## src/rtl/cache.sv

```systemverilog
// Direct-mapped, write-back, write-allocate cache: 8 lines of 128 bits between the
// LC-3b memory port and a line-granular physical memory.
//
// state     | meaning
// ----------+-----------------------------------------------------------
// IDLE      | serve hits with a zero-latency mem_resp; detect misses
// WRITEBACK | push the dirty victim line out to physical memory
// FILL      | fetch the requested line from physical memory

module cache (
    input  logic         clk,
    input  logic         reset,
    input  logic [15:0]  mem_address,
    input  logic         mem_read,
    input  logic         mem_write,
    input  logic [1:0]   mem_byte_enable,
    input  logic [15:0]  mem_wdata,
    output logic [15:0]  mem_rdata,
    output logic         mem_resp,
    output logic [15:0]  pmem_address,
    output logic         pmem_read,
    output logic         pmem_write,
    output logic [127:0] pmem_wdata,
    input  logic [127:0] pmem_rdata,
    input  logic         pmem_resp
);

    typedef enum logic [1:0] {
        IDLE      = 2'd0,
        WRITEBACK = 2'd1,
        FILL      = 2'd2
    } state_t;

    state_t state_q, state_d;

    logic [127:0] data_q [8];
    logic [8:0]   tag_q  [8];
    logic [7:0]   valid_q;
    logic [7:0]   dirty_q;

    logic [8:0]   req_tag;
    logic [2:0]   idx;
    logic [2:0]   off;
    logic         req;
    logic         is_write;
    logic         hit;
    logic [127:0] cur_line;
    logic [15:0]  cur_word;
    logic [15:0]  merged_word;
    logic [127:0] merged_line;
    logic         do_write_hit;
    logic         do_fill;
    logic         do_wb_done;
    logic         unused_addr_bit;

    // Byte placement comes only from the mask, so address bit 0 carries no information.
    assign unused_addr_bit = mem_address[0];

    assign req_tag  = mem_address[15:7];
    assign idx      = mem_address[6:4];
    assign off      = mem_address[3:1];
    assign req      = mem_read | mem_write;
    assign is_write = mem_write;
    assign hit      = valid_q[idx] && (tag_q[idx] == req_tag);

    always_comb begin
        cur_line    = data_q[idx];
        cur_word    = cur_line[{off, 4'b0000} +: 16];
        merged_word = {mem_byte_enable[1] ? mem_wdata[15:8] : cur_word[15:8],
                       mem_byte_enable[0] ? mem_wdata[7:0]  : cur_word[7:0]};
        merged_line = cur_line;
        merged_line[{off, 4'b0000} +: 16] = merged_word;
    end

    always_comb begin
        state_d      = state_q;
        mem_resp     = 1'b0;
        mem_rdata    = 16'h0000;
        pmem_address = 16'h0000;
        pmem_read    = 1'b0;
        pmem_write   = 1'b0;
        pmem_wdata   = '0;
        do_write_hit = 1'b0;
        do_fill      = 1'b0;
        do_wb_done   = 1'b0;

        case (state_q)
            IDLE: begin
                if (req) begin
                    if (hit) begin
                        mem_resp = 1'b1;
                        if (is_write) begin
                            do_write_hit = 1'b1;
                        end else begin
                            mem_rdata = cur_word;
                        end
                    end else if (valid_q[idx] && dirty_q[idx]) begin
                        state_d = WRITEBACK;
                    end else begin
                        state_d = FILL;
                    end
                end
            end
            WRITEBACK: begin
                pmem_write   = 1'b1;
                pmem_address = {tag_q[idx], idx, 4'b0000};
                pmem_wdata   = cur_line;
                if (pmem_resp) begin
                    do_wb_done = 1'b1;
                    state_d    = FILL;
                end
            end
            FILL: begin
                pmem_read    = 1'b1;
                pmem_address = {mem_address[15:4], 4'b0000};
                if (pmem_resp) begin
                    do_fill = 1'b1;
                    state_d = IDLE;
                end
            end
            default: begin
                state_d = IDLE;
            end
        endcase
    end

    always_ff @(posedge clk) begin
        if (reset) begin
            state_q <= IDLE;
        end else begin
            state_q <= state_d;
        end
    end

    always_ff @(posedge clk) begin
        if (reset) begin
            valid_q <= 8'h00;
            dirty_q <= 8'h00;
        end else begin
            if (do_fill) begin
                valid_q[idx] <= 1'b1;
                dirty_q[idx] <= 1'b0;
            end
            if (do_wb_done) begin
                dirty_q[idx] <= 1'b0;
            end
            if (do_write_hit) begin
                dirty_q[idx] <= 1'b1;
            end
        end
    end

    // Data and tags are left uninitialised; a cleared valid bit makes them irrelevant.
    always_ff @(posedge clk) begin
        if (!reset) begin
            if (do_fill) begin
                data_q[idx] <= pmem_rdata;
                tag_q[idx]  <= req_tag;
            end else if (do_write_hit) begin
                data_q[idx] <= merged_line;
            end
        end
    end

endmodule

```

## config.mk

```make
export PLATFORM = sky130hd
export DESIGN_NAME = cache
export DESIGN_NICKNAME = d
export VERILOG_FILES = /design/src/rtl/cache.sv
export SDC_FILE = /design/constraint.sdc
export NUM_CORES = 1
export LEC_CHECK = 0
export ABC_AREA = 1
export CAP_MARGIN = 20
export CELL_PAD_IN_SITES_DETAIL_PLACEMENT = 0
export CELL_PAD_IN_SITES_GLOBAL_PLACEMENT = 2
export CORE_MARGIN = 2
export CORE_UTILIZATION = 38
export DETAILED_ROUTE_END_ITERATION = 6
export PLACE_DENSITY = 0.78
export SLEW_MARGIN = 20
export SYNTH_ARGS = -nofsm -noshare
export SYNTH_HDL_FRONTEND = slang
export SYNTH_SLANG_ARGS = --single-unit
```

## constraint.sdc

```tcl
create_clock -name clk -period 14 [get_ports clk]
set_clock_uncertainty 0.1 [all_clocks]
set_input_delay 4.2 -clock clk [delete_from_list [all_inputs] [get_ports clk]]
set_output_delay 4.2 -clock clk [all_outputs]
set_load 0.1 [all_outputs]
```

==> reports/metrics.cfg, run 1 <==
[die]
io_pins=330
die_width_microns=371.7
rows=134
die_area_sq_um=138200
start_util=0.3840
fp.coreArea_sq_um=133800
die-height_microns=371.7

[synthesis]
synth_xor_area_frac=0
synth_seq_cells=1114
yosys.area.top_type=edfxtp_1
yosysSeqAreaShare=0.6476
synth-compound-area-share=0.04878
synth-simple-area-share=0.2315
synthAdderAreaFrac=0.001948
syn_inst=5414
muxShareOfSynthArea=0
yosysWarningCount=0
yosys.area.top_type_share=0.6405
synth_top_family_by_area=simple AND/OR/NAND/NOR gates
synth_area_leaders=edfxtp_1 (64%), nand2_1 (12%), nor2_1 (6.3%)
synthesis.area_sq_um=51380
syn_area_per_cell_sq_um=9.490
ys_types=34

[worst_hold_path]
min_path_cells=2
hold_path.startpoint=valid_q[5]$_SDFFE_PP0P_
hp-class=reg2reg
holdPathEnd=valid_q[5]$_SDFFE_PP0P_

[placed_design]
portBuffers=324
placed_cell_area_sq_um=56560
gp_congestion=0.8206
hpwl_microns=110900

[sta]
finalHoldViolCount=0
setup_viol=0
drv_slew=0
grt_setup_unrepaired=no
slew_headroom=0.1989
period_minus_slack_ps=12510
post-route-period-util=0.8934
timing.fmax_mhz=79.95
worst_pin_slew_ps=1199
tns_ps=0

[route]
drt_pass1_iterations=6
final_antenna_net_count=0
drc_errors=0
num_vias=38700
drt_iter0_markers=3785
vias_per_cell=5.140
wl_microns=179900
wl_per_cell_microns=23.90

[grt]
grt_max_degree=197
overflow=0
grt_pass1_vias=35740
antenna_found_initial=9
grt_pass1_wl_microns=255800
grt_usage=0.2584

[power_and_ir_drop]
sw_frac_of_total=0.2687
clock_power_share=0.408
cellPowerDensity_nw_per_um2=132.0
seqPwrFrac=0.462
leakage_nw=24.58
p_switching_mw=2.152
p_int_mw=5.855
pwr-share-comb=0.130
max-vdd-ir-drop_v=0.0001258

[setup_path]
worstPathRequired_ps=9700
reg2reg_depth=14
crit_fanout=16
crit_type=in2out
r2r-start=valid_q[1]$_SDFFE_PP0P_
start_kind=input pin
crit_start=mem_address[6]
worstReg2RegEnd=data_q[1][11]$_DFFE_PP_
crit_arrival_ps=8210
rrSetupSlack_ps=9080
cp-end-kind=primary output

[clock_tree]
ctsLongestPathBuffers=3
clk_latency_ps=740
root_buffer=clkbuf_16
cts_tree=done
cts_hold_buffers=0
cts_resized=0
cts-buffers-inserted=130
clk_pin_slew_ps=50
postCtsSetupRepairBufs=0
h-tree-depth=4
cts_sinks=1114

[final_layout]
drive_gt1_frac=0.07411
syn_to_final_growth_pct=18.03
antenna_cells=0
final_core_utilization=0.4533
final_cell_area_sq_um=60640
nNetsFinal=5833

[status]
status=finished clean

[flow_run]
drv_cap=0

-- sequential cells by signal, summed over array words and instances, names as in the netlist --
signal and count:
data_q 1024, valid_q 8, tag_q 72, dirty_q 8, state_q 2
-- cells in the final DEF (no fill, tap or decap), drive strengths merged, types with 8 or more instances in the layout --
| master | instances |
|---|---|
| edfxtp | 1096 |
| nand3 | 270 |
| buf | 153 |
| clkbuf | 171 |
| inv | 611 |
| clkinv | 57 |
| o211ai | 129 |
| nor2 | 866 |
| nand4 | 68 |
| dfxtp | 18 |
| clkdlybuf4s50 | 251 |
| o21bai | 8 |
| ha | 8 |
| nor3 | 70 |
| nand2 | 1614 |
| or2 | 64 |
| a21oi | 60 |
| o21ai | 225 |
-- worst max-delay path, cell delays in order --
cell	delay, ps
clkdlybuf4s50_1	710
inv_2	260
nor2_4	660
buf_4	410
nand3_1	110
nand2_1	100
nor2_1	70
nand3_1	80
nand2_1	60
nor2_1	100
nand2_1	70
nor2_2	190
nand2_1	100
nor2_1	170
nand2_1	80
buf_4	230
nor2_1	330
buf_12	220
-- worst max path at each step --
| stage | endpoint | slack (ps) | cells past startpoint |
|---|---|---|---|
| after detailed placement | mem_rdata[4] | 1390 | 18 |
| final | mem_rdata[4] | 1490 | 18 |
| after global routing | mem_rdata[4] | 1200 | 18 |
| after floorplan | mem_rdata[10] | 1200 | 16 |
| after CTS | mem_rdata[4] | 1380 | 18 |
| after global placement | mem_rdata[2] | 1410 | 18 |
-- per-layer routing --
| metal | up-vias | routed length (microns) | GRT usage | part of all wire |
|---|---|---|---|---|
| met1 | 18870 | 80590 | 0.3738 | 0.45 |
| met4 | 6 | 4891 | 0.07529 | 0.027 |
| met5 | - | 37 | 0 | 0.00021 |
| li1 | 18190 | - | - | - |
| met2 | 1421 | 81060 | 0.4030 | 0.45 |
| met3 | 221 | 13360 | 0.03771 | 0.074 |
-- cell type report --
cell class | count | area [sq um]
fill | 12870 | 73150
multi-input combinational | 3396 | 14690
clock inverter | 65 | 481.7
tap | 1768 | 2212
clock buffer | 171 | 3598
sequential | 1114 | 33270
inverter | 612 | 2307
timing repair buffer | 404 | 4079
-- power by group through the flow --
| stage | Sequential (mW) | Clock [mW] | Combinational (mW) |
|---|---|---|---|
| finish | 3.70 | 3.27 | 1.04 |
| global route | 3.70 | 3.43 | 1.10 |
| CTS | 3.70 | 3.31 | 1.04 |
| detailed placement | 3.77 | 0 | 1.03 |
| global placement | 3.77 | 0 | 1.03 |
| floorplan | 3.78 | 0 | 0.625 |
-- cell families (layout without fill, tap and decap cells) --
logic type	Yosys count	count (layout)
AOI/OAI and AO/OA	429	429
DFF	1114	1114
adders and majority gates	8	8
buffers and inverters	907	1252
other	1	4
and+or+nand+nor	2955	2955
-- synthesized netlist by cell type, drive strengths merged --
cell type and instances:
nand2 1614, edfxtp 1096, nor2 866, inv 609
nand3 270, o21ai 225, buf 166, clkbuf 129
o211ai 129, nor3 70, nand4 68, or2 64
a21oi 60, dfxtp 18, ha 8, o21bai 8
clkinv 3, o22ai 3, a22oi 2, nor4 2
a22o 1, conb 1, nand3b 1, o2bb2ai 1
-- through the flow --
stage	std cells	power [mW]	worst slack, ps	hold WS (ps)
final	7530	8.006	1492	358.7
after detailed placement	7294	4.805	1394	344.8
after global placement	7294	4.802	1411	339.4
after floorplan	5417	4.402	1196	328.1
after CTS	7530	8.048	1382	359.0
after global routing	7530	8.235	1199	393.7
Note: power is estimated with default switching activity, not from simulation.
==> run 2, diff against run 1 <==
CAP_MARGIN = default   (was 20)
MAX_ROUTING_LAYER = met4   (was default)
==> run 2 against run 1 <==
Non-clock buffer count stayed put. Total power barely moved. Sequential cell count unchanged. Maximum frequency shrank 0.58%. Register-to-register slack worse by 20 ps. Core utilization about the same. Clock power is essentially flat. Die area is the same. Global-route usage is 0.79 points higher. Critical path depth is 9 lower. Count of clock-buffer cells in the layout did not move. Sequential share of layout area barely moved. Critical path type unchanged. Largest cell class unchanged.
==> reports/metrics.cfg, run 2 (same netlist as run 1, synthesis figures left out) <==
[status]
status=finished clean

[die]
die_width_microns=371.7
die-height_microns=371.7
io_pins=330
start_util=0.3840
rows=134
fp.coreArea_sq_um=133800
die_area_sq_um=138200

[sta]
post-route-period-util=0.8986
worst_pin_slew_ps=1166
slew_headroom=0.2205
grt_setup_unrepaired=no
drv_slew=0
period_minus_slack_ps=12580
setup_viol=0
finalHoldViolCount=0
tns_ps=0
timing.fmax_mhz=79.49

[setup_path]
worstPathRequired_ps=9700
slowest_stage=clkdlybuf4s50_1
critPathMaxStageDelay_ps=1280
crit_buf_inv=4
reg2reg_depth=14
path_cells=clkdlybuf4s50_1 > buf_4 > nor2_4 > buf_4 > o211ai_1 > nand2_1 > nor2_1 > nor2_1 > clkdlybuf4s50_1
r2r-start=valid_q[0]$_SDFFE_PP0P_
crit_type=in2out
start_kind=input pin
cp-end-kind=primary output
path_delay_family=buffers and inverters
rrSetupSlack_ps=9060
worstReg2RegEnd=data_q[1][11]$_DFFE_PP_
crit_fanout=25
crit_arrival_ps=8280

[final_layout]
regMostFlops=data_q
top_regs=data_q (1024), tag_q (72)
layout_commonest_cell=nand2_1
drive_gt1_frac=0.07411
final_core_utilization=0.4533
largest_register_ffs=1024
fillers=12870
most-common-layout-cells=nand2_1 (1612), edfxtp_1 (1096), nor2_1 (851)
final_cell_area_sq_um=60650
nNetsFinal=5833
syn_to_final_growth_pct=18.03

[clock_tree]
cts_resized=0
root_buffer=clkbuf_16
cts_tree=done
clk_latency_ps=740
cts-buffers-inserted=130
postCtsSetupRepairBufs=0
ctsLongestPathBuffers=3
cts_hold_buffers=0
cts_sinks=1114
h-tree-depth=4
clk_pin_slew_ps=50

[route]
drt_pass1_iterations=5
final_antenna_net_count=0
num_vias=38740
wl_per_cell_microns=23.93
vias_per_cell=5.144
drt_iter0_markers=3645
drc_errors=0
wl_microns=180200

[placed_design]
hpwl_microns=110900
placed_cell_area_sq_um=56560
gp_congestion=0.8329
portBuffers=324

[worst_hold_path]
min_path_cells=2
hp-class=reg2reg
holdPathEnd=valid_q[6]$_SDFFE_PP0P_
hold_path.startpoint=valid_q[6]$_SDFFE_PP0P_

[power_and_ir_drop]
leakage_nw=24.58
cellPowerDensity_nw_per_um2=132.1
clock_power_share=0.408
pwr-share-comb=0.130
sw_frac_of_total=0.2690
seqPwrFrac=0.462
max-vdd-ir-drop_v=0.0001240
p_int_mw=5.855
p_switching_mw=2.155

[flow_run]
drv_cap=0

[grt]
grt_pass1_wl_microns=256000
overflow=0
grt_max_degree=197
grt_pass1_vias=35720
antenna_found_initial=7
grt_usage=0.2663

[run 2: cell types whose count changed in the layout (fill, tap and decap cells not counted), sizes merged]
cell and change:
diode +2
[run 2: metrics by stage]
| stage | cells | worst slack [ps] | total power [mW] | hold slack, ps |
|---|---|---|---|---|
| after floorplan | 5417 | 1196 | 4.402 | 328.1 |
| after global placement | 7294 | 1411 | 4.802 | 339.4 |
| after detailed placement | 7294 | 1394 | 4.805 | 344.8 |
| after CTS | 7530 | 1382 | 8.048 | 359.0 |
| after global routing | 7532 | 1199 | 8.235 | 393.7 |
| final | 7532 | 1419 | 8.010 | 358.5 |
[run 2: worst register-to-register path: cells and delay by family, from the launching register on]
kind / cells / cell delay, ps
AO/OA/AOI/OAI: 2 / 1160
buffers and inverters: 3 / 1510
AND/OR/NAND/NOR: 9 / 1450
flip-flops: 1 / 310
[run 2: per-layer routing]
metal | wire (microns) | global-route usage
met4 | 4853 | 0.07405
met5 | 0 | -
met3 | 12620 | 0.03497
met1 | 81530 | 0.3750
met2 | 81240 | 0.4046
[run 2: cell type report]
cell class	instances	area, sq um	share of cell area
multi-input combinational	3396	14690	0.2422
timing repair buffer	404	4079	0.06726
antenna	2	5.005	0.00008252
sequential	1114	33270	0.5486
tap	1768	2212	0.03648
clock inverter	65	481.7	0.007943
inverter	612	2307	0.03804
clock buffer	171	3598	0.05933
[run 2: how the worst max path moves through the flow]
stage / startpoint / to / slack (ps) / cells after the start
global placement: mem_address[6] / mem_rdata[2] / 1410 / 18
floorplan: mem_address[4] / mem_rdata[10] / 1200 / 16
global route: mem_address[6] / mem_rdata[4] / 1200 / 18
finish: mem_address[6] / pmem_wdata[31] / 1420 / 9
CTS: mem_address[6] / mem_rdata[4] / 1380 / 18
detailed placement: mem_address[6] / mem_rdata[4] / 1390 / 18
[run 2: power by group through the flow]
stage          Sequential (mW)  Combinational [mW]  Clock [mW]
2_1_floorplan             3.78               0.625           0
3_3_place_gp              3.77                1.03           0
3_5_place_dp              3.77                1.03           0
4_1_cts                   3.70                1.04        3.31
5_1_grt                   3.70                1.10        3.43
6_report                  3.70                1.04        3.27
